$ cat src/rtl/sincos_cordic.sv
// Iterative rotation-mode CORDIC producing sin(q) and cos(q) in signed fixed point.
// One micro-rotation per clock; the angle is clamped to +/-pi and folded into +/-pi/2 first.
module sincos_cordic #(
    parameter int WIDTH        = 32,
    parameter int DECIMAL_BITS = 16,
    parameter int ITERATIONS   = 16
) (
    input  logic                    clk,
    input  logic                    reset_n,
    input  logic signed [WIDTH-1:0] q_in,
    input  logic                    valid_in,
    output logic                    ready_out,
    output logic signed [WIDTH-1:0] sinq_out,
    output logic signed [WIDTH-1:0] cosq_out,
    output logic                    valid_out,
    input  logic                    ready_in
);

    // Constants are given in Q16.16 and rescaled if a different fraction width is chosen.
    function automatic longint scale(input longint c);
        if (DECIMAL_BITS >= 16) return c <<< (DECIMAL_BITS - 16);
        else                    return c >>> (16 - DECIMAL_BITS);
    endfunction

    localparam logic signed [WIDTH-1:0] C_PI   = WIDTH'(scale(205887));
    localparam logic signed [WIDTH-1:0] C_PI_2 = WIDTH'(scale(102944));
    localparam logic signed [WIDTH-1:0] C_K    = WIDTH'(scale(39797));
    localparam logic        [4:0]       C_LAST = 5'(ITERATIONS);

    function automatic logic signed [WIDTH-1:0] atan_lut(input logic [4:0] i);
        longint a;
        case (i)
            5'd0:    a = 51472;
            5'd1:    a = 30386;
            5'd2:    a = 16055;
            5'd3:    a = 8150;
            5'd4:    a = 4091;
            5'd5:    a = 2047;
            5'd6:    a = 1024;
            5'd7:    a = 512;
            5'd8:    a = 256;
            5'd9:    a = 128;
            5'd10:   a = 64;
            5'd11:   a = 32;
            5'd12:   a = 16;
            5'd13:   a = 8;
            5'd14:   a = 4;
            5'd15:   a = 2;
            default: a = 0;
        endcase
        return WIDTH'(scale(a));
    endfunction

    typedef enum logic [1:0] {IDLE, ROTATE, DONE} state_t;

    state_t                  r_state;
    logic signed [WIDTH-1:0] r_x, r_y, r_z;
    logic        [4:0]       r_cnt;
    logic                    r_neg;

    logic signed [WIDTH-1:0] w_q_clamp, w_z0;
    logic                    w_neg0;
    logic signed [WIDTH-1:0] w_xsh, w_ysh, w_atan;
    logic signed [WIDTH-1:0] w_x_nxt, w_y_nxt, w_z_nxt;

    // Clamp to +/-pi, then fold the outer quadrants through pi so z0 stays within the CORDIC range.
    always_comb begin
        w_q_clamp = q_in;
        if (q_in > C_PI)       w_q_clamp = C_PI;
        else if (q_in < -C_PI) w_q_clamp = -C_PI;

        w_z0   = w_q_clamp;
        w_neg0 = 1'b0;
        if (w_q_clamp > C_PI_2) begin
            w_z0   = w_q_clamp - C_PI;
            w_neg0 = 1'b1;
        end else if (w_q_clamp < -C_PI_2) begin
            w_z0   = w_q_clamp + C_PI;
            w_neg0 = 1'b1;
        end
    end

    always_comb begin
        w_xsh  = r_x >>> r_cnt;
        w_ysh  = r_y >>> r_cnt;
        w_atan = atan_lut(r_cnt);
        if (!r_z[WIDTH-1]) begin
            w_x_nxt = r_x - w_ysh;
            w_y_nxt = r_y + w_xsh;
            w_z_nxt = r_z - w_atan;
        end else begin
            w_x_nxt = r_x + w_ysh;
            w_y_nxt = r_y - w_xsh;
            w_z_nxt = r_z + w_atan;
        end
    end

    always_ff @(posedge clk or negedge reset_n) begin
        if (!reset_n) begin
            r_state   <= IDLE;
            r_x       <= '0;
            r_y       <= '0;
            r_z       <= '0;
            r_cnt     <= '0;
            r_neg     <= 1'b0;
            sinq_out  <= '0;
            cosq_out  <= '0;
            valid_out <= 1'b0;
            ready_out <= 1'b1;
        end else begin
            case (r_state)
                IDLE: begin
                    if (valid_in) begin
                        r_x       <= C_K;
                        r_y       <= '0;
                        r_z       <= w_z0;
                        r_neg     <= w_neg0;
                        r_cnt     <= '0;
                        ready_out <= 1'b0;
                        r_state   <= ROTATE;
                    end
                end
                ROTATE: begin
                    // The cycle after the last micro-rotation publishes the result.
                    if (r_cnt == C_LAST) begin
                        sinq_out  <= r_neg ? -r_y : r_y;
                        cosq_out  <= r_neg ? -r_x : r_x;
                        valid_out <= 1'b1;
                        r_state   <= DONE;
                    end else begin
                        r_x   <= w_x_nxt;
                        r_y   <= w_y_nxt;
                        r_z   <= w_z_nxt;
                        r_cnt <= r_cnt + 5'd1;
                    end
                end
                DONE: begin
                    if (ready_in) begin
                        valid_out <= 1'b0;
                        ready_out <= 1'b1;
                        r_state   <= IDLE;
                    end
                end
                default: begin
                    valid_out <= 1'b0;
                    ready_out <= 1'b1;
                    r_state   <= IDLE;
                end
            endcase
        end
    end

endmodule
$ cat config.mk
export PLATFORM = sky130hd
export DESIGN_NAME = sincos_cordic
export DESIGN_NICKNAME = d
export VERILOG_FILES = /design/src/rtl/sincos_cordic.sv
export SDC_FILE = /design/constraint.sdc
export NUM_CORES = 1
export LEC_CHECK = 0
export CORE_MARGIN = 2
export CORE_UTILIZATION = 54
export CTS_BUF_LIST = sky130_fd_sc_hd__clkbuf_4 sky130_fd_sc_hd__clkbuf_8
export CTS_CLUSTER_DIAMETER = 120
export CTS_CLUSTER_SIZE = 16
export DETAILED_ROUTE_END_ITERATION = 10
export PLACE_DENSITY_LB_ADDON = 0.08
export SLEW_MARGIN = 40
export SYNTH_ARGS = -nofsm -noshare
export SYNTH_HDL_FRONTEND = slang
export SYNTH_SLANG_ARGS = --single-unit
$ cat constraint.sdc
create_clock -name clk -period 14.6 [get_ports clk]
set_clock_uncertainty 0.1 [all_clocks]
set_input_delay 2.92 -clock clk [delete_from_list [all_inputs] [get_ports clk]]
set_output_delay 2.92 -clock clk [all_outputs]
set_load 0.02 [all_outputs]
==> impl_metrics.toml <==
[setup_path]
slowest_delay_ns = 0.75
cp_common_cell = "a21oi_1"
crit_fanout = 23
cp-start-kind = "input port"
end_kind = "flip-flop"
arrival_ns = 9.27
cp_slowest_cell = "ha_1"
worst_ep_required_time_ns = 14.98
worstSetupPathType = "input port to flip-flop"
crit_chain = "clkdlybuf4s50_1, nand4_1, nor4_1, o311ai_0, ha_1, inv_1, a21oi_1, ha_1, nand4b_1, nor3_1, a31oi_1, a2111oi_1, nor2_1, nor2_1, a221oi_1, a21oi_1, mux2i_1, o22ai_1, a21oi_1"

[routing]
routedWlPerCell_microns = 22.86
post-route-drc-count = 0
final_antenna_net_count = 0
routed_wl_microns = 70430
drt_iter0_drc = 2148
vias = 20810
viasPerCell = 6.753
drt_first_pass_iters = 6

[cts]
cts_tree = "yes"
path_clk_slew_ns = 0.11
cts-root-buf = "clkbuf_8"
clk-insertion-delay-late_ns = 0.55
cts_inserted_buffers = 17
cts_buffer_depth = 2
cts_setup_buffers = 0
cts_sinks = 170
ctsResizeCount = 0
cts_max_level = 4
hold_buffers = 0

[placed_design]
gp_congestion = 0.9914
dp_hpwl_microns = 53060
io_buffers = 101

[job]
maxCapViolCount = 0

[synth]
yosys_warnings = 0
syn_avg_cell_area_sq_um = 7.921
synth_most_common_cell = "nand2_1"
synthesis.area_sq_um = 20750
synth_area_leader_cell = "dfrtp_1"
synth_seq_cells = 170
yosys.area.top_type_share_pct = 20.38
async_flop_share_pct = 100.0
syn_nets = 2769
synth_edf_count = 0
synth_area_leaders = "dfrtp_1, mux4_2, ha_1, o21ai_0, xor2_1"
synthDistinctLibCells = 102
ys.flop_type = "dfrtp_1"
yosysSeqAreaShare_pct = 20.51
synth_common_cells = "nand2_1, o21ai_0, nor2_1"
syn-instance-count = 2619

[global_routing]
gr-usage-all-layers_pct = 35.26
grt_pass1_wl_microns = 109300
grt_start_max_net_pins = 89
antenna_found_initial = 2
grt_pass1_vias = 19270
grt_overflow = 0

[timing]
period_needed_ns = 8.888
setup_viol_count_final = 0
fmax_ghz = 0.1125
hold_viol = 0
slew_headroom_pct = 42.15
rsz0062_at_grt = "false"
slew_violations = 0
tns_ns = 0
min_period_over_period_pct = 60.88
tightestPinTransition_ns = 0.8611

[die]
start_util_pct = 54.95
dieArea_sq_um = 40000
die_w_microns = 200.0
num_rows = 71
die_y_microns = 200.0
boundaryPins = 102
core_area_sq_um = 37760

[final_layout]
antenna_cells = 0
num-fill-cells = 3507
drive_gt1_share_pct = 7.860
multi_input_area_sq_um = 15340
seq_area_sq_um = 4274
nNetsFinal = 2707
area_delta_synth_final_pct = 6.520

[worst_hold_path]
hold_class = "flip-flop to flip-flop"

[outcome]
outcome = "complete, no violations"
## through the flow
| stage | instance area (sq um) | std cells | setup WS [ns] | utilization (%) | hold slack [ns] |
|---|---|---|---|---|---|
| CTS | 22080 | 3081 | 5.785 | 58.48 | 0.3913 |
| finish | 22100 | 3081 | 5.712 | 58.53 | 0.3853 |
| global placement | 21680 | 3049 | 5.371 | 57.42 | 0.3609 |
| global route | 22100 | 3081 | 5.134 | 58.53 | 0.4023 |
| floorplan | 20750 | 2619 | 6.304 | - | 0.3563 |
| detailed placement | 21680 | 3049 | 5.165 | 57.44 | 0.3694 |
## final timing paths
check	to	slack [ns]	cells past startpoint	from
max reg2reg	r_y[30]	7.10	24	r_cnt[3]
min	cosq_out[15]	0.39	2	cosq_out[15]
min in group asynchronous	cosq_out[28]	2.22	1	reset_n
min reg2reg	cosq_out[15]	0.39	2	cosq_out[15]
max	r_z[20]	5.71	19	q_in[23]
max in group asynchronous	r_neg	11.17	2	reset_n
## critical path: cells and delay by family
kind	cells	cell delay, ns
adders and majority gates	2	1.08
muxes	1	0.22
buffers and inverters	2	1.10
AOI/OAI and AO/OA	8	2.07
and+or+nand+nor	6	1.87
## layout make-up
cell class | instances | area share (%)
clock buffers | 17 | 1.059
clock inverters | 15 | 0.7191
inverters | 60 | 1.019
multi-input cells | 2181 | 69.44
flip-flops and latches | 170 | 19.34
well taps | 511 | 2.893
repair buffers | 127 | 5.532
## cell usage in the layout, fill, tap and decap left out, types with 55 or more instances in the layout
cell type,count
xnor2_1,90
a21oi_1,188
xor2_1,132
nor2_1,221
mux4_2,67
mux2i_1,56
a21o_1,57
clkdlybuf4s50_1,100
nand2_1,267
o21ai_0,235
dfrtp_1,162
ha_1,111
a31oi_1,55
nand3_1,85
nor3_1,56
## metal layers
| metal | routed length (microns) | up-vias | global-route usage, % |
|---|---|---|---|
| met2 | 31710 | 996 | 55.32 |
| met5 | 0 | - | 0 |
| met1 | 30080 | 10050 | 48.45 |
| li1 | - | 9606 | - |
| met4 | 2199 | 0 | 11.96 |
| met3 | 6446 | 153 | 7.258 |
## registers in the layout, summed over array words and instances, names as in the netlist
| signal | count |
|---|---|
| r_cnt | 5 |
| r_state | 2 |
| r_z | 32 |
| cosq_out | 32 |
| r_x | 32 |
| r_y | 32 |
| ready_out | 1 |
| sinq_out | 32 |
| r_neg | 1 |
| valid_out | 1 |
## cells by family after synthesis
kind of cell	synth area share, %
and+or+nand+nor	19.53
AOI/OAI and AO/OA	25.97
buffers and inverters	5.699
xor gates and xnor gates	9.372
DFF	20.51
muxes	11.93
adders and majority gates	6.984
Power is not shown: default switching activity piles up to over one toggle a cycle in this logic, so the estimate is an artifact.
